===== config.mk =====
export PLATFORM = sky130hd
export DESIGN_NAME = ssd_scan_ctrl
export DESIGN_NICKNAME = d
export VERILOG_FILES = /design/src/rtl/ssd_pkg.sv /design/src/rtl/dwell_timer.sv /design/src/rtl/ssd_scan_ctrl.sv
export SDC_FILE = /design/constraint.sdc
export NUM_CORES = 1
export LEC_CHECK = 0
export CAP_MARGIN = 15
export CORE_MARGIN = 10
export CORE_UTILIZATION = 48
export DETAILED_ROUTE_END_ITERATION = 12
export HOLD_SLACK_MARGIN = 0.02
export MAX_ROUTING_LAYER = met4
export PLACE_DENSITY = 0.73
export SKIP_CTS_REPAIR_TIMING = 1
export SLEW_MARGIN = 10
export SYNTH_ARGS = -nofsm -noshare
export SYNTH_HDL_FRONTEND = slang
export SYNTH_SLANG_ARGS = --single-unit

===== constraint.sdc =====
create_clock -name clk -period 3.2 [get_ports clk]
set_clock_uncertainty 0.1 [all_clocks]
set_input_delay 0.48 -clock clk [delete_from_list [all_inputs] [get_ports clk]]
set_output_delay 0.48 -clock clk [all_outputs]
set_load 0.1 [all_outputs]

===== src/rtl/ssd_pkg.sv =====
// Shared types and constants for the seven-segment scan controller.
package ssd_pkg;

    typedef enum logic [1:0] {SHOW_L, BLANK_LR, SHOW_R, BLANK_RL} scan_state_t;

    localparam int   DIGIT_W   = 4;
    localparam logic CSEL_LEFT = 1'b1;

endpackage


===== src/rtl/dwell_timer.sv =====
// Up-counting dwell timer shared by all scan states; done flags the last cycle
// of a state whose duration is len cycles.
module dwell_timer #(
    parameter int MAX = 10,
    localparam int W  = (MAX > 1) ? $clog2(MAX) : 1
) (
    input  logic         clk,
    input  logic         rst,
    input  logic         restart,
    input  logic [W:0]   len,
    output logic         done
);

    logic [W-1:0] cnt_q, cnt_d;

    always_comb begin
        cnt_d = restart ? '0 : cnt_q + W'(1);
    end

    always_ff @(posedge clk or negedge rst) begin
        if (!rst) begin
            cnt_q <= '0;
        end else begin
            cnt_q <= cnt_d;
        end
    end

    assign done = ({1'b0, cnt_q} == (len - (W + 1)'(1)));

endmodule


===== src/rtl/ssd_scan_ctrl.sv =====
// Two-digit seven-segment controller: calculator-style digit capture and
// left/right time-multiplexing with a blanking gap at every digit switch.
//
// state    | meaning
// SHOW_L   | left digit lit, chip_sel = left
// BLANK_LR | segments off while switching left -> right
// SHOW_R   | right digit lit, chip_sel = right
// BLANK_RL | segments off while switching right -> left; parked here in single mode
module ssd_scan_ctrl
    import ssd_pkg::*;
#(
    parameter int CLK_FREQ     = 125_000_000,
    parameter int REFRESH_HZ   = 1000,
    parameter int BLANK_CYCLES = 64
) (
    input  logic               clk,
    input  logic               rst,
    input  logic               key_valid,
    input  logic [DIGIT_W-1:0] key_code,
    input  logic               clear,
    input  logic               mode_dual,
    input  logic               toggle,
    output logic [DIGIT_W-1:0] digit_l,
    output logic [DIGIT_W-1:0] digit_r,
    output logic [1:0]         entry_cnt,
    output logic [DIGIT_W-1:0] disp_val,
    output logic               blank,
    output logic               chip_sel
);

    localparam int DWELL = CLK_FREQ / (2 * REFRESH_HZ);
    localparam int TW    = (DWELL > 1) ? $clog2(DWELL) : 1;
    localparam logic [TW:0] SHOW_LEN  = (TW + 1)'(DWELL);
    localparam logic [TW:0] BLANK_LEN = (TW + 1)'(BLANK_CYCLES);

    if (BLANK_CYCLES < 1 || BLANK_CYCLES >= DWELL) begin : g_bad_blank
        $error("ssd_scan_ctrl: BLANK_CYCLES must satisfy 1 <= BLANK_CYCLES < DWELL");
    end

    scan_state_t        state_q, state_d;
    logic               sel_q, sel_d;
    logic [DIGIT_W-1:0] digit_l_q, digit_l_d, digit_r_q, digit_r_d;
    logic [1:0]         entry_cnt_q, entry_cnt_d;
    logic [DIGIT_W-1:0] disp_val_q, disp_val_d;
    logic               blank_q, blank_d;
    logic               chip_sel_q, chip_sel_d;
    logic               tmr_restart, tmr_done;
    logic [TW:0]        tmr_len;

    dwell_timer #(.MAX(DWELL)) u_timer (
        .clk     (clk),
        .rst     (rst),
        .restart (tmr_restart),
        .len     (tmr_len),
        .done    (tmr_done)
    );

    // clear beats a simultaneous key
    always_comb begin
        digit_l_d   = digit_l_q;
        digit_r_d   = digit_r_q;
        entry_cnt_d = entry_cnt_q;
        if (clear) begin
            digit_l_d   = '0;
            digit_r_d   = '0;
            entry_cnt_d = '0;
        end else if (key_valid) begin
            digit_l_d = digit_r_q;
            digit_r_d = key_code;
            if (entry_cnt_q != 2'd2) begin
                entry_cnt_d = entry_cnt_q + 2'd1;
            end
        end
    end

    always_comb begin
        state_d     = state_q;
        tmr_len     = (state_q == SHOW_L || state_q == SHOW_R) ? SHOW_LEN : BLANK_LEN;
        tmr_restart = !mode_dual || tmr_done;
        sel_d       = sel_q ^ (toggle & ~mode_dual);
        if (!mode_dual) begin
            state_d = BLANK_RL;
        end else if (tmr_done) begin
            case (state_q)
                SHOW_L:   state_d = BLANK_LR;
                BLANK_LR: state_d = SHOW_R;
                SHOW_R:   state_d = BLANK_RL;
                BLANK_RL: state_d = SHOW_L;
                default:  state_d = BLANK_RL;
            endcase
        end
    end

    // Blanking states keep chip_sel and disp_val where they were.
    always_comb begin
        blank_d    = 1'b1;
        chip_sel_d = chip_sel_q;
        disp_val_d = disp_val_q;
        if (!mode_dual) begin
            blank_d    = 1'b0;
            chip_sel_d = sel_d;
            disp_val_d = digit_r_q;
        end else begin
            case (state_q)
                SHOW_L: begin
                    blank_d    = 1'b0;
                    chip_sel_d = CSEL_LEFT;
                    disp_val_d = digit_l_q;
                end
                SHOW_R: begin
                    blank_d    = 1'b0;
                    chip_sel_d = ~CSEL_LEFT;
                    disp_val_d = digit_r_q;
                end
                default: ;
            endcase
        end
    end

    always_ff @(posedge clk or negedge rst) begin
        if (!rst) begin
            state_q     <= BLANK_RL;
            sel_q       <= 1'b0;
            digit_l_q   <= '0;
            digit_r_q   <= '0;
            entry_cnt_q <= '0;
            disp_val_q  <= '0;
            blank_q     <= 1'b1;
            chip_sel_q  <= 1'b0;
        end else begin
            state_q     <= state_d;
            sel_q       <= sel_d;
            digit_l_q   <= digit_l_d;
            digit_r_q   <= digit_r_d;
            entry_cnt_q <= entry_cnt_d;
            disp_val_q  <= disp_val_d;
            blank_q     <= blank_d;
            chip_sel_q  <= chip_sel_d;
        end
    end

    assign digit_l   = digit_l_q;
    assign digit_r   = digit_r_q;
    assign entry_cnt = entry_cnt_q;
    assign disp_val  = disp_val_q;
    assign blank     = blank_q;
    assign chip_sel  = chip_sel_q;

endmodule


# Word-level counts from Yosys, hierarchy flattened
# Index checks and enable logic that the tools add are counted.
# classes
n_addsub	3
eq_ne	7
mux	18
n_bitwise	3
reduce_logical	8
# op_table
cell	n
two-way mux 16 bit	2
two-way mux 4 bit	5
== test 16 x 17 -> 1 bit	1
subtractor 16 x 1 -> 17 bit, second input constant	1
adder 16 x 1 -> 16 bit, second input constant	1
two-way mux 2 bit	5
one-hot mux 2 bit (4 select lines)	1
one-hot mux 4 bit (2 select lines)	1
== test 2 bit, second input constant	2
nonzero test 2 bit	2
two-way mux 1 bit	3
inequality test 3 x 1 -> 1 bit, second input constant	1
adder 2 x 1 -> 2 bit, second input constant	1
== test 2 x 1 -> 1 bit, second input constant	1
zero test 2 bit	1
logical OR 1 bit	2
inequality test 2 x 1 -> 1 bit, second input constant	1
inequality test 2 bit, second input constant	1
one-hot mux 1 bit (2 select lines)	1
AND reduction 2 bit	1
OR reduction 2 bit	1
bitwise AND 1 bit	1
zero test 1 bit	1
NOT 1 bit	1
bitwise XOR 1 bit	1
# totals
register_bits	35
inputBits	10
out_inout_bits	16
elab_cells	48

# Logic depth before layout (Yosys ltp)
# Gate-level depths: netlist of the first run.
# depth
word_depth	7
depth_mapped	7
mapped_depth_nobuf	6

# Modules after synthesis
# From an unflattened synthesis of the first run, not the netlist that was laid out.
# unflattened
hier_cells	244
area_unflattened_um2	2239.6
# modules_own_cells
mod	n_inst	cells_per_inst	area_per_inst_um2	seq_area_each_um2
dwell_timer	1	158	1302.5	400.4
ssd_scan_ctrl	1	86	937.1	479.2

# Worst setup path before layout of the first run
# No wires, ideal clock.
# synth_timing
kind	register -> register
startpoint	register state_q[0]
endpoint	register state_q[1]
setup_time_ps	82
arrival_ps	1819
t_required_ps	3018
setup_slack_ps	1199
path_stages_with_launch	6
path_buffers	1
synth_period_minus_slack_ps	2001
path_cell_list	dfstp_2 -> buf_2 -> inv_1 -> o32a_2 -> or3_4 -> a211o_1
# synth_via
elab_chain_cells	6
elab_cells_between_ends	12
cone_classes	add/sub (1); eq/ne (5); mux (4); reduce/logical (2)
# synth_lines
element	line	text
from (decl)	ssd_scan_ctrl.sv:40	scan_state_t state_q, state_d;
from (signal assigned)	ssd_scan_ctrl.sv:131	state_q <= state_d;
== test 2 bit or zero test 2 bit (tied branches)	ssd_scan_ctrl.sv:78, ssd_scan_ctrl.sv:84	
logical OR 1 bit	ssd_scan_ctrl.sv:78	tmr_len = (state_q == SHOW_L || state_q == SHOW_R) ? SHOW_LEN : BLANK_LEN;
two-way mux 16 bit	ssd_scan_ctrl.sv:78	
subtractor 16 x 1 -> 17 bit	dwell_timer.sv:28	assign done = ({1'b0, cnt_q} == (len - (W + 1)'(1)));
== test 16 x 17 -> 1 bit	dwell_timer.sv:28	
inequality test 2 x 1 -> 1 bit (no line)	-	
# Parallel ways exist; a longest one is shown, timed or not. The select of a mux whose other input is x is not followed.
# A chain may end at the register's enable or synchronous reset.

# Worst setup path in the final report of the first run
# layout_timing
startpoint	register state_q[0]
endpoint	register u_timer.cnt_q[13]
# layout_via
elab_chain_cells	7
elab_cells_between_ends	8
cone_classes	add/sub (1); eq/ne (2); mux (2); reduce/logical (3)
# layout_lines
element	line	text
== test 2 bit or zero test 2 bit (tied branches)	ssd_scan_ctrl.sv:78	
logical OR 1 bit *	ssd_scan_ctrl.sv:78	
two-way mux 16 bit *	ssd_scan_ctrl.sv:78	
subtractor 16 x 1 -> 17 bit *	dwell_timer.sv:28	
== test 16 x 17 -> 1 bit *	dwell_timer.sv:28	
logical OR 1 bit *	ssd_scan_ctrl.sv:79	tmr_restart = !mode_dual || tmr_done;
two-way mux 16 bit *	dwell_timer.sv:17	cnt_d = restart ? '0 : cnt_q + W'(1);
net u_timer.cnt_d[13]	dwell_timer.sv:14	logic [W-1:0] cnt_q, cnt_d;
to (signal assigned)	dwell_timer.sv:24	cnt_q <= cnt_d;
to (decl)	dwell_timer.sv:14	
# Mark *: on every way through the listed nets, which the timed path passes. The rest lies on a longest branch.

==> report_table.html, run 1 <==
<table>
<tr><th>Metric</th><th>Value</th></tr>
<tr><th colspan="2">Run status</th></tr>
<tr><td>Result of the run</td><td>completed</td></tr>
<tr><th colspan="2">Power and ir drop</th></tr>
<tr><td>Power share of the clock group</td><td>23.6%</td></tr>
<tr><td>Lkg Pwr</td><td>between 0.0008 and 0.0009 uW</td></tr>
<tr><td>Switching Power</td><td>338 uW</td></tr>
<tr><td>Switching fraction of total power</td><td>35.5%</td></tr>
<tr><td>VDD IR max</td><td>approximately 0.00024 V</td></tr>
<tr><td>Relative contribution of sequential cells to total power</td><td>51.5%</td></tr>
<tr><td>Internal Dissipation</td><td>614 uW</td></tr>
<tr><td>Logic gate share of total power</td><td>24.9%</td></tr>
<tr><td>PwrDens</td><td>486 nW/um^2</td></tr>
<tr><th colspan="2">Synthesis</th></tr>
<tr><td>Avg Inst Size Synth</td><td>10.6 sq um</td></tr>
<tr><td>Most numerous cell types in the synthesized netlist</td><td>sky130_fd_sc_hd__nor2_1, sky130_fd_sc_hd__dfrtp_1, sky130_fd_sc_hd__xnor2_1</td></tr>
<tr><td>Post-synth net total</td><td>169</td></tr>
<tr><td>Post-synthesis cell area</td><td>1650 sq um</td></tr>
<tr><td>Most instantiated library cell after synthesis</td><td>sky130_fd_sc_hd__nor2_1</td></tr>
<tr><td>Number of warnings reported in the yosys synthesis log</td><td>0</td></tr>
<tr><td>Area contributors post-synth</td><td>sky130_fd_sc_hd__dfrtp_1, sky130_fd_sc_hd__nor2_1, sky130_fd_sc_hd__xnor2_1</td></tr>
<tr><td>Top flip-flop cell by instance count after synthesis</td><td>sky130_fd_sc_hd__dfrtp_1</td></tr>
<tr><td>Distinct cell type count of the synthesized netlist</td><td>30</td></tr>
<tr><td>Area share of the largest cell type after synthesis</td><td>48.5%</td></tr>
<tr><td>Cell accounting for the most synthesized area</td><td>sky130_fd_sc_hd__dfrtp_1</td></tr>
<tr><td>Synth async-reset ratio</td><td>100%</td></tr>
<tr><td>Number of flip-flops and latches in the synthesized netlist</td><td>35</td></tr>
<tr><td>Count of flip-flops with a built-in enable after synthesis</td><td>0</td></tr>
<tr><td>Seq/Total Area, Yosys</td><td>between 50% and 60%</td></tr>
<tr><td>Number of standard cells after synthesis</td><td>around 160</td></tr>
<tr><th colspan="2">Placement</th></tr>
<tr><td>Half-perimeter wire length after detailed placement</td><td>2.39 mm</td></tr>
<tr><td>Count of placed standard cells including taps</td><td>224</td></tr>
<tr><td>Buffers on Ports</td><td>25</td></tr>
<tr><td>Final RePlAce weighted congestion</td><td>approximately 0.80</td></tr>
<tr><th colspan="2">Min path</th></tr>
<tr><td>Hold Path Class</td><td>reg2reg</td></tr>
<tr><td>Worst hold path stage count</td><td>1</td></tr>
<tr><td>HP Start</td><td>sel_q</td></tr>
<tr><th colspan="2">Setup path</th></tr>
<tr><td>Data required time of the worst path</td><td>3.29 ns</td></tr>
<tr><td>Arr. time, crit path</td><td>2.25 ns</td></tr>
<tr><td>Count of cell instances traversed by the critical path</td><td>4</td></tr>
<tr><td>CP startpoint kind</td><td>flip-flop</td></tr>
<tr><td>Start of the worst register-to-register path</td><td>state_q[0]</td></tr>
<tr><td>Largest fanout on the critical path</td><td>15</td></tr>
<tr><td>Worst Setup End Kind</td><td>flip-flop</td></tr>
<tr><td>Crit-path slowest cell</td><td>sky130_fd_sc_hd__o31ai_4</td></tr>
<tr><td>Type of the worst setup path</td><td>reg2reg</td></tr>
<tr><td>Critical-path cell list</td><td>or4b_1 -&gt; o32a_2 -&gt; o31ai_4 -&gt; nor2_1</td></tr>
<tr><td>R2R depth</td><td>4</td></tr>
<tr><td>Largest stage delay on the critical path</td><td>0.59 ns</td></tr>
<tr><td>Critical path buffers and inverters</td><td>0</td></tr>
<tr><td>Critical Path Source</td><td>state_q[0]</td></tr>
<tr><td>Top delay family on crit path</td><td>compound AO/OA/AOI/OAI gates</td></tr>
<tr><th colspan="2">Timing</th></tr>
<tr><td>Setup violation total in the final timing report</td><td>0</td></tr>
<tr><td>RSZ-0062 raised after global routing</td><td>no</td></tr>
<tr><td>Total negative setup slack</td><td>0 ns</td></tr>
<tr><td>Final Critical Period</td><td>between 2 and 2.5 ns</td></tr>
<tr><td>Final hold vios</td><td>0</td></tr>
<tr><td>Worst Max-Slew Pin Slew</td><td>about 0.64 ns</td></tr>
<tr><td>Fmax achieved</td><td>around 460 MHz</td></tr>
<tr><td>Max-slew headroom</td><td>roughly 58%</td></tr>
<tr><td>Final-report max-slew violation count</td><td>0</td></tr>
<tr><td>Period utilization</td><td>67.5%</td></tr>
<tr><th colspan="2">Route</th></tr>
<tr><td>Average detailed-routed wire length per instance</td><td>roughly 14 microns</td></tr>
<tr><td>WL final</td><td>approximately 3.3 mm</td></tr>
<tr><td>Number of design rule violations left after detail routing</td><td>0</td></tr>
<tr><td>Via Count</td><td>1235</td></tr>
<tr><td>Routed length on met1</td><td>1.53 mm</td></tr>
<tr><td>DRT iter0 DRCs</td><td>just over 70</td></tr>
<tr><td>Routed vias/inst</td><td>5.32</td></tr>
<tr><td>Highest routed metal layer</td><td>met4</td></tr>
<tr><td>TritonRoute pass-1 iters</td><td>4</td></tr>
<tr><td>Count of antenna-violating nets left after detailed routing</td><td>0</td></tr>
<tr><td>Routed wl met2</td><td>1.61 mm</td></tr>
<tr><td>WL met3</td><td>160 microns</td></tr>
<tr><th colspan="2">Floorplanning</th></tr>
<tr><td>Core Footprint</td><td>3340 sq um</td></tr>
<tr><td>Initial Util</td><td>49.5%</td></tr>
<tr><td>Die width</td><td>78.7 microns</td></tr>
<tr><td>Number of primary I/O pins</td><td>26</td></tr>
<tr><td>Number of rows in the core area</td><td>21</td></tr>
<tr><td>Die area</td><td>6190 sq um</td></tr>
<tr><td>Die Y-Extent</td><td>78.7 microns</td></tr>
<tr><th colspan="2">CTS</th></tr>
<tr><td>Clock root buffer master</td><td>sky130_fd_sc_hd__clkbuf_4</td></tr>
<tr><td>Number of clock sinks</td><td>35</td></tr>
<tr><td>Clock transition at the register clock pins on the worst setup and hold paths after CTS</td><td>0.10 ns</td></tr>
<tr><td>Clock latency of the later-clocked register in the worst-skew pair</td><td>0.33 ns</td></tr>
<tr><td>TritonCTS clock tree</td><td>done</td></tr>
<tr><td>Clock H-tree levels</td><td>2</td></tr>
<tr><td>TritonCTS buffer count</td><td>5</td></tr>
<tr><td>Number of buffers on the longest clock path</td><td>2</td></tr>
<tr><th colspan="2">Global route</th></tr>
<tr><td>Wire length of the first global-routing pass</td><td>5.84 mm</td></tr>
<tr><td>Number of global-route vias before repair</td><td>approximately 1200</td></tr>
<tr><td>Global Route Usage Sum</td><td>11.9%</td></tr>
<tr><td>Congestion Overflow GR</td><td>0</td></tr>
<tr><td>Pin count of the biggest net entering global routing</td><td>36</td></tr>
<tr><td>Number of antenna violations at the first check in global routing</td><td>0</td></tr>
<tr><th colspan="2">Cells and area</th></tr>
<tr><td>Post-route non-filler standard cell count</td><td>between 200 and 250</td></tr>
<tr><td>Number of filler instances in the final layout</td><td>288</td></tr>
<tr><td>Fraction of layout cells with a size suffix above 1</td><td>16.7%</td></tr>
<tr><td>Nets@finish</td><td>198</td></tr>
<tr><td>Synthesis-to-layout area growth</td><td>18.6%</td></tr>
<tr><td>Diode count</td><td>0</td></tr>
<tr><th colspan="2">Job</th></tr>
<tr><td>Number of maximum-capacitance violations</td><td>0</td></tr>
</table>
==> sequential cells by signal, indices dropped and copies added, names as in the netlist <==
name,cells
u_timer.cnt_q,16
digit_l,4
digit_r,4
disp_val,4
entry_cnt,2
state_q,2
blank,1
chip_sel,1
sel_q,1
==> metrics by stage <==
stage / total power [uW] / setup slack, ns / area (sq um) / hold WS, ns / util (%)
after detailed placement: 738 / 1.07 / 1910 / 0.368 / 57.2
after floorplan: 672 / 1.20 / 1650 / 0.0844 / -
after global routing: 999 / 0.942 / 1960 / 0.422 / 58.7
after global placement: 735 / 1.15 / 1910 / 0.360 / 57.2
final: 953 / 1.04 / 1960 / 0.380 / 58.7
after CTS: 962 / 1.05 / 1960 / 0.387 / 58.7
==> path summary, 6_finish.rpt <==
check / endpoint / slack (ns)
worst max-delay path: u_timer.cnt_q[13] / 1.04
worst min-delay path: sel_q / 0.38
worst max register to register: u_timer.cnt_q[13] / 1.04
worst min register to register: sel_q / 0.38
max in group asynchronous: blank / 2.21
min in group asynchronous: digit_r[0] / 0.45
==> power by group through the flow <==
| stage | registers [uW] | clock network, uW | logic [uW] |
|---|---|---|---|
| floorplan | 622 | 0 | 50.0 |
| global placement | 498 | 0 | 237 |
| detailed placement | 498 | 0 | 240 |
| CTS | 490 | 231 | 240 |
| global route | 494 | 253 | 251 |
| finish | 490 | 225 | 238 |
==> placed cells by master (no fill, tap or decap), drive strengths merged <==
master and instances:
nor2 36, nor2b 1, a21oi 4, ha 3
and4b 1, nor3 4, and3 1, inv 6
nor4 5, dfrtp 32, nand2 4, nand3 6
xor2 2, a22oi 4, or4b 1, nand2b 2
o32a 1, a31o 1, clkinv 1, clkbuf 7
clkdlybuf4s50 9, a221o 4, dfstp 3, buf 17
nor4b 1, xnor2 13, nand4 4, o31ai 1
mux2i 10, a211o 1, or3 1
==> cells by family (layout without fill, tap and decap cells) <==
| logic type | count (synthesis) | count (layout) | share of synthesized area [%] |
|---|---|---|---|
| and+or+nand+nor | 67 | 67 | 19.5 |
| muxes | 10 | 10 | 6.06 |
| AOI/OAI and AO/OA | 16 | 16 | 8.49 |
| DFF | 35 | 35 | 53.3 |
| adders and majority gates | 3 | 3 | 2.27 |
| buffers and inverters | 10 | 40 | 2.42 |
| xor gates and xnor gates | 15 | 15 | 7.95 |
==> final cells by class <==
cell class | instances | area, sq um | area share, %
Clock inverter | 1 | 5.00 | 0.255
Clock buffer | 7 | 45.0 | 2.30
Inverter | 6 | 22.5 | 1.15
Sequential cell | 35 | 880 | 44.9
Tap cell | 46 | 57.6 | 2.94
Multi-Input combinational cell | 111 | 732 | 37.4
Timing Repair Buffer | 26 | 218 | 11.1
==> metal layers <==
layer / up-vias / track usage [%]
met5: - / -
met4: 0 / 4.30
met3: 8 / 3.53
met2: 32 / 18.1
met1: 590 / 14.5
li1: 605 / -
(Power assumes the default switching activity.)
==> run 2, diff against run 1 <==
- CORE_UTILIZATION: 48 -> 47
- PLACE_DENSITY: 0.73 -> 0.74
- clock period: 3.2 -> 1.8 ns (I/O delays scaled with it)
==> run 2 against run 1 <==
Against the previous run: the flow now finishes with violations (setup timing); critical path depth grew 1; critical path type unchanged; via count rose by 9.2%; die area grew 1.6%; count of clock-buffer cells in the layout is 1 higher; sequential share of layout area down 8.3 points; sequential power up 81%; maximum frequency grew 10%; cell area increased by 23%; clock power up 81%; cell count grew 11%.
==> report_table.html, run 2 (same netlist as run 1, synthesis figures left out) <==
<table>
<tr><th>Metric</th><th>Value</th></tr>
<tr><th colspan="2">Timing</th></tr>
<tr><td>Fmax achieved</td><td>510 MHz (was 463 MHz)</td></tr>
<tr><td>Period utilization</td><td>109% (was 67.5%)</td></tr>
<tr><td>Final Critical Period</td><td>1.96 ns (was 2.16 ns)</td></tr>
<tr><td>Setup violation total in the final timing report</td><td>18 (was 0)</td></tr>
<tr><td>Max-slew headroom</td><td>71.2% (was 57.5%)</td></tr>
<tr><td>RSZ-0062 raised after global routing</td><td>yes (was no)</td></tr>
<tr><td>Final hold vios</td><td>0 (unchanged)</td></tr>
<tr><td>Worst Max-Slew Pin Slew</td><td>0.432 ns (was 0.637 ns)</td></tr>
<tr><td>Final setup slack of the worst path</td><td>-0.162 ns (was 1.04 ns)</td></tr>
<tr><td>Final-report max-slew violation count</td><td>0 (unchanged)</td></tr>
<tr><th colspan="2">Route</th></tr>
<tr><td>Average detailed-routed wire length per instance</td><td>15.1 microns (was 14.4 microns)</td></tr>
<tr><td>Routed vias/inst</td><td>5.23 (was 5.32)</td></tr>
<tr><td>TritonRoute pass-1 iters</td><td>4 (unchanged)</td></tr>
<tr><td>WL final</td><td>3.90 mm (was 3.34 mm)</td></tr>
<tr><td>Number of design rule violations left after detail routing</td><td>0 (unchanged)</td></tr>
<tr><td>Via Count</td><td>1349 (was 1235)</td></tr>
<tr><td>DRT iter0 DRCs</td><td>73 (was 71)</td></tr>
<tr><td>Count of antenna-violating nets left after detailed routing</td><td>0 (unchanged)</td></tr>
<tr><th colspan="2">Setup path</th></tr>
<tr><td>Largest stage delay on the critical path</td><td>0.51 ns (was 0.59 ns)</td></tr>
<tr><td>Data required time of the worst path</td><td>1.97 ns (was 3.29 ns)</td></tr>
<tr><td>Worst Setup End Kind</td><td>flip-flop (unchanged)</td></tr>
<tr><td>R2R depth</td><td>5 (was 4)</td></tr>
<tr><td>Crit-path slowest cell</td><td>sky130_fd_sc_hd__or4b_1 (was sky130_fd_sc_hd__o31ai_4)</td></tr>
<tr><td>Critical-path cell list</td><td>or4b_1 -&gt; o32a_2 -&gt; or3_4 -&gt; buf_4 -&gt; mux2i_1 (was or4b_1 -&gt; o32a_2 -&gt; o31ai_4 -&gt; nor2_1)</td></tr>
<tr><td>Type of the worst setup path</td><td>reg2reg (unchanged)</td></tr>
<tr><td>Largest fanout on the critical path</td><td>4 (was 15)</td></tr>
<tr><td>Slack of the worst reg-to-reg path</td><td>-0.16 ns (was 1.04 ns)</td></tr>
<tr><td>CP startpoint kind</td><td>flip-flop (unchanged)</td></tr>
<tr><td>Start of the worst register-to-register path</td><td>state_q[0] (unchanged)</td></tr>
<tr><td>Worst flop-to-flop path endpoint</td><td>state_q[0] (was u_timer.cnt_q[13])</td></tr>
<tr><td>Arr. time, crit path</td><td>2.13 ns (was 2.25 ns)</td></tr>
<tr><th colspan="2">Placement</th></tr>
<tr><td>Buffers on Ports</td><td>25 (unchanged)</td></tr>
<tr><td>Pre-CTS setup slack</td><td>-0.150 ns (was 1.07 ns)</td></tr>
<tr><td>Placed cell areas</td><td>2300 sq um (was 1910 sq um)</td></tr>
<tr><td>Half-perimeter wire length after detailed placement</td><td>2.89 mm (was 2.39 mm)</td></tr>
<tr><td>Final RePlAce weighted congestion</td><td>0.863 (was 0.800)</td></tr>
<tr><th colspan="2">Cells and area</th></tr>
<tr><td>Fin area</td><td>2410 sq um (was 1960 sq um)</td></tr>
<tr><td>Most flop-heavy register</td><td>u_timer.cnt_q (unchanged)</td></tr>
<tr><td>Max reg flops</td><td>16 (unchanged)</td></tr>
<tr><td>Synthesis-to-layout area growth</td><td>45.7% (was 18.6%)</td></tr>
<tr><td>Most common library cell in the layout ignoring fill and taps</td><td>sky130_fd_sc_hd__nor2_1 (unchanged)</td></tr>
<tr><td>Post-route core utilization</td><td>71.5% (was 58.7%)</td></tr>
<tr><td>Highest-count cells in the layout ignoring fill and taps</td><td>sky130_fd_sc_hd__nor2_1, sky130_fd_sc_hd__dfrtp_1, sky130_fd_sc_hd__buf_4 (unchanged)</td></tr>
<tr><td>Nets@finish</td><td>224 (was 198)</td></tr>
<tr><td>Diode count</td><td>0 (unchanged)</td></tr>
<tr><td>Fraction of layout cells with a size suffix above 1</td><td>29.7% (was 16.7%)</td></tr>
<tr><th colspan="2">Power and ir drop</th></tr>
<tr><td>Switching fraction of total power</td><td>34.6% (was 35.5%)</td></tr>
<tr><td>Internal Dissipation</td><td>1190 uW (was 614 uW)</td></tr>
<tr><td>Relative contribution of sequential cells to total power</td><td>48.9% (was 51.5%)</td></tr>
<tr><td>PwrDens</td><td>755 nW/um^2 (was 486 nW/um^2)</td></tr>
<tr><td>VDD IR max</td><td>0.000524 V (was 0.000241 V)</td></tr>
<tr><td>Power share of the clock group</td><td>22.4% (was 23.6%)</td></tr>
<tr><td>Lkg Pwr</td><td>0.00107 uW (was 0.000865 uW)</td></tr>
<tr><td>Switching Power</td><td>628 uW (was 338 uW)</td></tr>
<tr><td>Logic gate share of total power</td><td>28.7% (was 24.9%)</td></tr>
<tr><th colspan="2">Floorplanning</th></tr>
<tr><td>Die Y-Extent</td><td>79.3 microns (was 78.7 microns)</td></tr>
<tr><td>Initial Util</td><td>49.1% (was 49.5%)</td></tr>
<tr><td>Number of primary I/O pins</td><td>26 (unchanged)</td></tr>
<tr><td>Number of rows in the core area</td><td>21 (unchanged)</td></tr>
<tr><td>Die width</td><td>79.3 microns (was 78.7 microns)</td></tr>
<tr><td>Die area</td><td>6290 sq um (was 6190 sq um)</td></tr>
<tr><td>Core Footprint</td><td>3360 sq um (was 3340 sq um)</td></tr>
<tr><th colspan="2">CTS</th></tr>
<tr><td>Clock latency of the later-clocked register in the worst-skew pair</td><td>0.34 ns (was 0.33 ns)</td></tr>
<tr><td>Number of clock sinks</td><td>35 (unchanged)</td></tr>
<tr><td>Clock root buffer master</td><td>sky130_fd_sc_hd__clkbuf_4 (unchanged)</td></tr>
<tr><td>Clock H-tree levels</td><td>2 (unchanged)</td></tr>
<tr><td>Number of buffers on the longest clock path</td><td>2 (unchanged)</td></tr>
<tr><td>TritonCTS clock tree</td><td>done (unchanged)</td></tr>
<tr><td>TritonCTS buffer count</td><td>5 (unchanged)</td></tr>
<tr><td>Clock transition at the register clock pins on the worst setup and hold paths after CTS</td><td>0.10 ns (about the same)</td></tr>
<tr><th colspan="2">Job</th></tr>
<tr><td>Number of maximum-capacitance violations</td><td>0 (unchanged)</td></tr>
<tr><th colspan="2">Global route</th></tr>
<tr><td>Number of global-route vias before repair</td><td>1456 (was 1242)</td></tr>
<tr><td>Pin count of the biggest net entering global routing</td><td>36 (unchanged)</td></tr>
<tr><td>Congestion Overflow GR</td><td>0 (unchanged)</td></tr>
<tr><td>Wire length of the first global-routing pass</td><td>6.73 mm (was 5.84 mm)</td></tr>
<tr><td>Global Route Usage Sum</td><td>13.7% (was 11.9%)</td></tr>
<tr><td>Number of antenna violations at the first check in global routing</td><td>0 (unchanged)</td></tr>
<tr><th colspan="2">Min path</th></tr>
<tr><td>Hold Path Class</td><td>in2async (was reg2reg)</td></tr>
<tr><th colspan="2">Run status</th></tr>
<tr><td>Result of the run</td><td>finished with violations (was completed)</td></tr>
<tr><td>Violations in the final reports</td><td>setup timing</td></tr>
</table>
-- run 2: power groups by stage --
stage | Sequential [uW] | Combinational [uW] | Clock, uW
3_3_place_gp | 898 | 515 | 0
5_1_grt | 893 | 549 | 446
3_5_place_dp | 902 | 521 | 0
4_1_cts | 888 | 523 | 415
2_1_floorplan | 1110 | 90.4 | 0
6_report | 888 | 522 | 407
-- run 2: per-stage QoR --
stage                     hold WS, ns  setup TNS, ns  total power [uW]  instances
after CTS                       0.241          -2.72              1830        257
after floorplan                -0.126         -0.933              1200        156
final                           0.237          -2.34              1820        258
after detailed placement        0.384          -2.23              1420        249
after global routing            0.258          -3.79              1890        258
after global placement          0.358          -1.56              1410        249
-- run 2: critical path, delay by kind of cell, from the launching register on --
family	cells	cell delay, ns
buffers and inverters	1	0.14
AO/OA/AOI/OAI	1	0.21
flip-flops	1	0.40
AND/OR/NAND/NOR	2	0.89
multiplexers	1	0.15
-- run 2: area by class of cell --
| cell class | instances | area [sq um] |
|---|---|---|
| Clock buffer | 8 | 48.8 |
| Fill cell | 260 | 957 |
| Inverter | 6 | 22.5 |
| Multi-Input combinational cell | 111 | 782 |
| Sequential cell | 35 | 881 |
| Tap cell | 46 | 57.6 |
| Timing Repair Buffer | 52 | 614 |
-- run 2: worst max path at each step --
stage / startpoint / to / slack (ns) / depth (start not counted)
3_5_place_dp: state_q[0] / state_q[1] / -0.15 / 4
5_1_grt: state_q[0] / u_timer.cnt_q[12] / -0.23 / 7
4_1_cts: state_q[0] / state_q[1] / -0.18 / 4
2_1_floorplan: u_timer.cnt_q[3] / state_q[1] / -0.17 / 4
6_report: state_q[0] / state_q[0] / -0.16 / 5
3_3_place_gp: state_q[0] / state_q[1] / -0.12 / 4
-- run 2: layer usage --
metal  routed length, microns  GRT usage [%]  up-vias
li1                         -              -      660
met1                     1680           15.7      654
met2                     1980           21.7       29
met3                      168           4.28        6
met4                       61           5.38        0
met5                        0              -        -
